--- src/rtl/jtdd_vtimer.sv ---
// Video timing generator: horizontal/vertical counters, blanking and sync,
// bus phase strobes, line/frame markers and a frame-synchronous screen flip.
// Every output comes from a register loaded with a decode of the next-state
// counter values, so it always matches the current hn/vn.
module jtdd_vtimer #(
   parameter int HW       = 9,
   parameter int VW       = 9,
   parameter int HTOTAL   = 384,
   parameter int HB_START = 256,
   parameter int HS_START = 320,
   parameter int HS_LEN   = 32,
   parameter int VMIN     = 8,
   parameter int VMAX     = 263,
   parameter int VB_START = 248,
   parameter int VB_END   = 16,
   parameter int VS_START = 252,
   parameter int VS_LEN   = 4,
   parameter int PHASES   = 8
) (
   input  logic              clk,
   input  logic              rst,
   input  logic              pxl_cen,
   input  logic              flip,
   output logic [HW-1:0]     HPOS,
   output logic [VW-1:0]     VPOS,
   output logic              HBL,
   output logic              VBL,
   output logic              HS,
   output logic              VS,
   output logic [PHASES-1:0] PH,
   output logic              LINE,
   output logic              FRAME
);

   localparam int PHW    = $clog2(PHASES);
   localparam int VLINES = VMAX - VMIN + 1;
   // VS end line wraps through VMAX->VMIN when the pulse straddles the frame end
   localparam int VS_END = (VS_START + VS_LEN > VMAX) ? (VS_START + VS_LEN - VLINES)
                                                      : (VS_START + VS_LEN);

   localparam logic [HW-1:0] H_LAST   = HW'(HTOTAL - 1);
   localparam logic [HW-1:0] HB_C     = HW'(HB_START);
   localparam logic [HW-1:0] HS_C     = HW'(HS_START);
   localparam logic [HW-1:0] HS_LAST  = HW'(HS_START + HS_LEN - 1);
   localparam logic [VW-1:0] V_MIN    = VW'(VMIN);
   localparam logic [VW-1:0] V_LAST   = VW'(VMAX);
   localparam logic [VW-1:0] VB_C     = VW'(VB_START);
   localparam logic [VW-1:0] VBE_C    = VW'(VB_END);
   localparam logic [VW-1:0] VS_C     = VW'(VS_START);
   localparam logic [VW-1:0] VSE_C    = VW'(VS_END);
   localparam logic          VBL_RST  = (VMIN < VB_END) ? 1'b1 : 1'b0;

   // Reject inconsistent timing parameters at elaboration
   if (HB_START >= HTOTAL) begin : g_bad_hb
      $error("jtdd_vtimer: HB_START must be below HTOTAL");
   end
   if (HS_START + HS_LEN > HTOTAL) begin : g_bad_hs
      $error("jtdd_vtimer: HS window exceeds HTOTAL");
   end
   if (!(VMIN < VB_END && VB_END <= VB_START && VB_START <= VMAX)) begin : g_bad_v
      $error("jtdd_vtimer: need VMIN < VB_END <= VB_START <= VMAX");
   end
   if (PHASES < 2 || PHASES > 16 || (PHASES & (PHASES - 1)) != 0) begin : g_bad_ph
      $error("jtdd_vtimer: PHASES must be a power of two in 2..16");
   end
   if ((HTOTAL % (2 * PHASES)) != 0) begin : g_bad_phdiv
      $error("jtdd_vtimer: 2*PHASES must divide HTOTAL");
   end

   logic [HW-1:0]     hn_q, hn_d;
   logic [VW-1:0]     vn_q, vn_d;
   logic              flip_q, flip_d;
   logic              frame_q, frame_d;
   logic              line_q, line_d;
   logic [HW-1:0]     hpos_q, hpos_d;
   logic [VW-1:0]     vpos_q, vpos_d;
   logic              hbl_q, hbl_d;
   logic              vbl_q, vbl_d;
   logic              hs_q, hs_d;
   logic              vs_q, vs_d;
   logic [PHASES-1:0] ph_q, ph_d;
   logic              hwrap_s;
   logic              vwrap_s;

   // Counter advance, frame-start flip sampling and line/frame markers
   always_comb begin
      hwrap_s = (hn_q >= H_LAST);
      vwrap_s = (vn_q >= V_LAST);
      hn_d    = hn_q;
      vn_d    = vn_q;
      flip_d  = flip_q;
      frame_d = frame_q;
      line_d  = 1'b0;
      if (pxl_cen) begin
         if (hwrap_s) begin
            hn_d   = {HW{1'b0}};
            line_d = 1'b1;
            if (vwrap_s) begin
               vn_d    = V_MIN;
               flip_d  = flip;
               frame_d = ~frame_q;
            end else begin
               vn_d = vn_q + VW'(1);
            end
         end else begin
            hn_d = hn_q + HW'(1);
         end
      end else begin
         hn_d = hn_q;
      end
   end

   // Output decode from the next-state counters
   always_comb begin
      hpos_d = hn_d ^ {HW{flip_d}};
      vpos_d = vn_d ^ {VW{flip_d}};
      hbl_d  = (hn_d >= HB_C);
      vbl_d  = (vn_d >= VB_C) || (vn_d < VBE_C);
      hs_d   = (hn_d >= HS_C) && (hn_d <= HS_LAST);
      vs_d   = vs_q;
      if (pxl_cen && (hn_d == HS_C)) begin
         if (vn_d == VS_C) begin
            vs_d = 1'b1;
         end else if (vn_d == VSE_C) begin
            vs_d = 1'b0;
         end else begin
            vs_d = vs_q;
         end
      end else begin
         vs_d = vs_q;
      end
      ph_d = {PHASES{1'b0}};
      if (hn_d[0]) begin
         ph_d[hn_d[PHW:1]] = 1'b1;
      end else begin
         ph_d = {PHASES{1'b0}};
      end
   end

   // State and output registers
   always_ff @(posedge clk or posedge rst) begin
      if (rst) begin
         hn_q    <= {HW{1'b0}};
         vn_q    <= V_MIN;
         flip_q  <= 1'b0;
         frame_q <= 1'b0;
         line_q  <= 1'b0;
         hpos_q  <= {HW{1'b0}};
         vpos_q  <= V_MIN;
         hbl_q   <= 1'b0;
         vbl_q   <= VBL_RST;
         hs_q    <= 1'b0;
         vs_q    <= 1'b0;
         ph_q    <= {PHASES{1'b0}};
      end else begin
         hn_q    <= hn_d;
         vn_q    <= vn_d;
         flip_q  <= flip_d;
         frame_q <= frame_d;
         line_q  <= line_d;
         hpos_q  <= hpos_d;
         vpos_q  <= vpos_d;
         hbl_q   <= hbl_d;
         vbl_q   <= vbl_d;
         hs_q    <= hs_d;
         vs_q    <= vs_d;
         ph_q    <= ph_d;
      end
   end

   assign HPOS  = hpos_q;
   assign VPOS  = vpos_q;
   assign HBL   = hbl_q;
   assign VBL   = vbl_q;
   assign HS    = hs_q;
   assign VS    = vs_q;
   assign PH    = ph_q;
   assign LINE  = line_q;
   assign FRAME = frame_q;

endmodule
--- config.mk ---
export PLATFORM = sky130hd
export DESIGN_NAME = jtdd_vtimer
export DESIGN_NICKNAME = d
export VERILOG_FILES = /design/src/rtl/jtdd_vtimer.sv
export SDC_FILE = /design/constraint.sdc
export NUM_CORES = 1
export LEC_CHECK = 0
export ABC_AREA = 1
export CORE_MARGIN = 2
export CORE_UTILIZATION = 54
export CTS_BUF_LIST = sky130_fd_sc_hd__clkbuf_4 sky130_fd_sc_hd__clkbuf_8 sky130_fd_sc_hd__clkbuf_16
export DETAILED_ROUTE_END_ITERATION = 8
export PLACE_DENSITY = 0.82
export SYNTH_ARGS = -nofsm -noshare
export SYNTH_HDL_FRONTEND = slang
export SYNTH_SLANG_ARGS = --single-unit
--- constraint.sdc ---
create_clock -name clk -period 2.4 [get_ports clk]
set_input_delay 0.6 -clock clk [delete_from_list [all_inputs] [get_ports clk]]
set_output_delay 0.6 -clock clk [all_outputs]
set_load 0.03 [all_outputs]
==> flow_metrics.py <==
metrics = {
    "outcome": {
        "outcome": "finished, final reports clean",
    },
    "yosys": {
        "synthArstFlopShare": 1.000,
        "ys_ff_latch": 51,
        "ys_top_cells_by_area": "dfrtp_1 (49%), nand2_1 (12%), inv_1 (7.0%)",
        "synthAdderAreaFrac": 0.01013,
        "yosysWarningCount": 0,
        "synth.net_count": 291,
        "synthCells": 285,
        "synth_xor_area_frac": 0.1063,
        "synth.largest_area_cell": "dfrtp_1",
        "synth_compound_area_frac": 0.01114,
        "ys.flop_type": "dfrtp_1",
        "synth_top_family_by_area": "simple AND/OR/NAND/NOR gates",
        "synth_simple_gate_area_frac": 0.2678,
        "synth.most_common_cell": "nand2_1",
        "synth_top_area_frac": 0.4861,
        "avgSynthCellArea_sq_um": 8.671,
        "synth_area_sq_um": 2471,
        "synth_cell_types": 27,
        "netlist_top_cells_count": "nand2_1 (81), dfrtp_1 (48), inv_1 (46)",
        "synth-seq-area-share": 0.5180,
        "synth_edf_count": 0,
        "synthMuxAreaShare": 0,
    },
    "sta": {
        "maxSlewViolCount": 0,
        "timing.final.crit_share": 0.9054,
        "rsz0062_at_grt": "no",
        "hold_viol": 0,
        "setup_viol": 0,
        "finClkSkew_ps": 9.089,
        "layout_min_cycle_time_ps": 2173,
        "fmax_mhz": 460.2,
        "worstMarginPinSlew_ps": 437.4,
        "slew_headroom": 0.7080,
    },
    "worst_setup_path": {
        "critPathLaunchType": "input port",
        "arrival_ps": 2380,
        "crit_fanout": 6,
        "critical_path_class": "input port to flip-flop",
        "cp-end-kind": "flip-flop",
        "cp_data_required_time_ps": 2600,
    },
    "global_route": {
        "track_usage": 0.2171,
        "grt_pass1_vias": 1967,
        "grt_max_degree": 32,
        "antenna_found_initial": 0,
        "grt_first_pass_wirelength_microns": 8694,
        "grt_overflow": 0,
    },
    "cts": {
        "cts-htree-levels": 2,
        "clk_path_buf_depth": 2,
        "cts_tree": "done",
        "post-cts-setup-buffer-count": 0,
        "clk_latency_ps": 300,
        "cts-root-buf": "clkbuf_8",
        "cts_inserted_buffers": 5,
        "clk_pin_slew_ps": 90,
        "cts.sink_count": 51,
    },
    "cells_and_area": {
        "area_growth_pct": 28.40,
        "final_net_count": 355,
        "layout-drive-gt1-share": 0.1571,
        "nFillCells": 324,
        "stdcell_area_sq_um": 3173,
        "diodes": 0,
    },
    "floorplan": {
        "core_area_sq_um": 4384,
        "rows": 24,
        "die_w_microns": 71.65,
        "ioPinCount": 36,
        "start_util": 0.5636,
        "dieArea_sq_um": 5133,
        "die_y_microns": 71.65,
    },
    "power_and_ir_drop": {
        "ir_worst_vdd_mv": 0.7047,
        "p_int_uw": 1540,
        "switchingPower_uw": 846.1,
        "power_uw": 2386,
        "power.leakage_uw": 0.001673,
        "seq_power_share": 0.457,
        "power_density_nw_per_um2": 751.9,
        "swShare": 0.3547,
        "pwr-share-comb": 0.348,
        "p_clk_frac": 0.195,
    },
    "worst_hold_path": {
        "hp-class": "flip-flop to flip-flop",
    },
    "routing": {
        "drt_iter0_markers": 174,
        "drtPass1Iterations": 4,
        "drt_wl_total_microns": 4953,
        "drc_errors": 0,
        "vias": 1990,
        "antenna_left": 0,
        "wl_per_cell_microns": 12.32,
        "viasPerCell": 4.950,
    },
    "place": {
        "dpl.hpwl_microns": 3755,
        "io_buffers": 35,
        "place_congestion": 0.9848,
        "placed_area_sq_um": 3085,
    },
    "job": {
        "maxCapViolCount": 0,
    },
}
power groups by stage:
stage	Combinational (uW)	Clock, uW	Sequential [uW]
floorplan	328	0	1250
global placement	814	0	1100
detailed placement	830	0	1110
CTS	835	483	1090
global route	909	514	1100
finish	830	465	1090
final timing paths:
path | depth (start not counted) | startpoint | slack [ps] | to
max in group asynchronous | 3 | rst | 1200 | VBL$_DFF_PP1_
worst min register to register | 1 | flip_q$_DFF_PP0_ | 450 | VPOS[8]$_DFF_PP0_
worst max-delay path | 12 | pxl_cen | 230 | VS$_DFFE_PP0P_
min in group asynchronous | 2 | rst | 630 | PH[1]$_DFF_PP0_
worst min-delay path | 1 | flip_q$_DFF_PP0_ | 450 | VPOS[8]$_DFF_PP0_
worst max register to register | 14 | hn_q[0]$_DFF_PP0_ | 260 | VS$_DFFE_PP0P_
metal layers:
layer  track usage  vias up  part of all wire
met5             0        -                 0
met4       0.08805        0             0.020
met3       0.04923       14             0.065
met2        0.3570       75              0.49
met1        0.2795      926              0.42
li1              -      975                 -
logic make-up after synthesis:
| family | Yosys count |
|---|---|
| buffers and inverters | 52 |
| AO/OA/AOI/OAI | 5 |
| adder cells (fa/ha/maj) | 2 |
| AND/OR/NAND/NOR | 151 |
| flip-flops | 51 |
| XOR/XNOR | 24 |
final cells by class:
type	count	area, sq um	share of cell area
flip-flops and latches	51	1280	0.4034
multi-input cells	182	977.2	0.3080
repair buffers	61	583.1	0.1838
inverters	48	183.9	0.05797
clock buffers	5	68.82	0.02169
well taps	52	65.06	0.02050
clock inverters	3	15.01	0.004732
critical path: stages:
cell,delay (ps)
clkdlybuf4s50_1,580
inv_1,100
nor3_1,320
nand4_1,130
nand2_1,110
nand3_1,90
nor2_1,100
nand3_1,100
nor2_1,110
nand2_1,50
nand2_1,50
nand2_1,40
cell usage in the layout, fill, tap and decap left out, drive strengths merged:
master,instances
xnor2,5
nor3,4
clkinvlp,1
o21ai,3
nand2,84
inv,47
a21oi,1
nor2,37
dfstp,3
clkdlybuf4s50,35
buf,26
nand4,5
or2,1
ha,2
dfrtp,48
o211ai,1
xor2,19
nand3,20
clkbuf,5
clkinv,3
what timing repair did:
| action | in CTS | in global routing |
|---|---|---|
| hold buffers | 0 | 0 |
| gates resized for setup | 0 | 1 |
| endpoints found under the setup margin | 0 | 1 |
flip-flops by register name, indices dropped and copies added (netlist names):
name	flops
hn_q	9
VBL	1
VPOS	9
VS	1
LINE	1
HS	1
HPOS	9
vn_q	9
FRAME	1
HBL	1
PH	8
flip_q	1
stage by stage:
stage | hold WS (ps) | util | TNS (ps) | std cells | worst slack (ps)
2_1_floorplan | 417.1 | - | 0 | 285 | 481.0
3_3_place_gp | 434.2 | 0.7038 | 0 | 394 | 22.65
3_5_place_dp | 436.7 | 0.7038 | -73.56 | 394 | -73.56
4_1_cts | 455.2 | 0.7229 | 0 | 402 | 227.0
5_1_grt | 482.8 | 0.7237 | 0 | 402 | 33.87
6_report | 454.1 | 0.7237 | 0 | 402 | 227.0
Note: power is estimated with default switching activity, not from simulation.
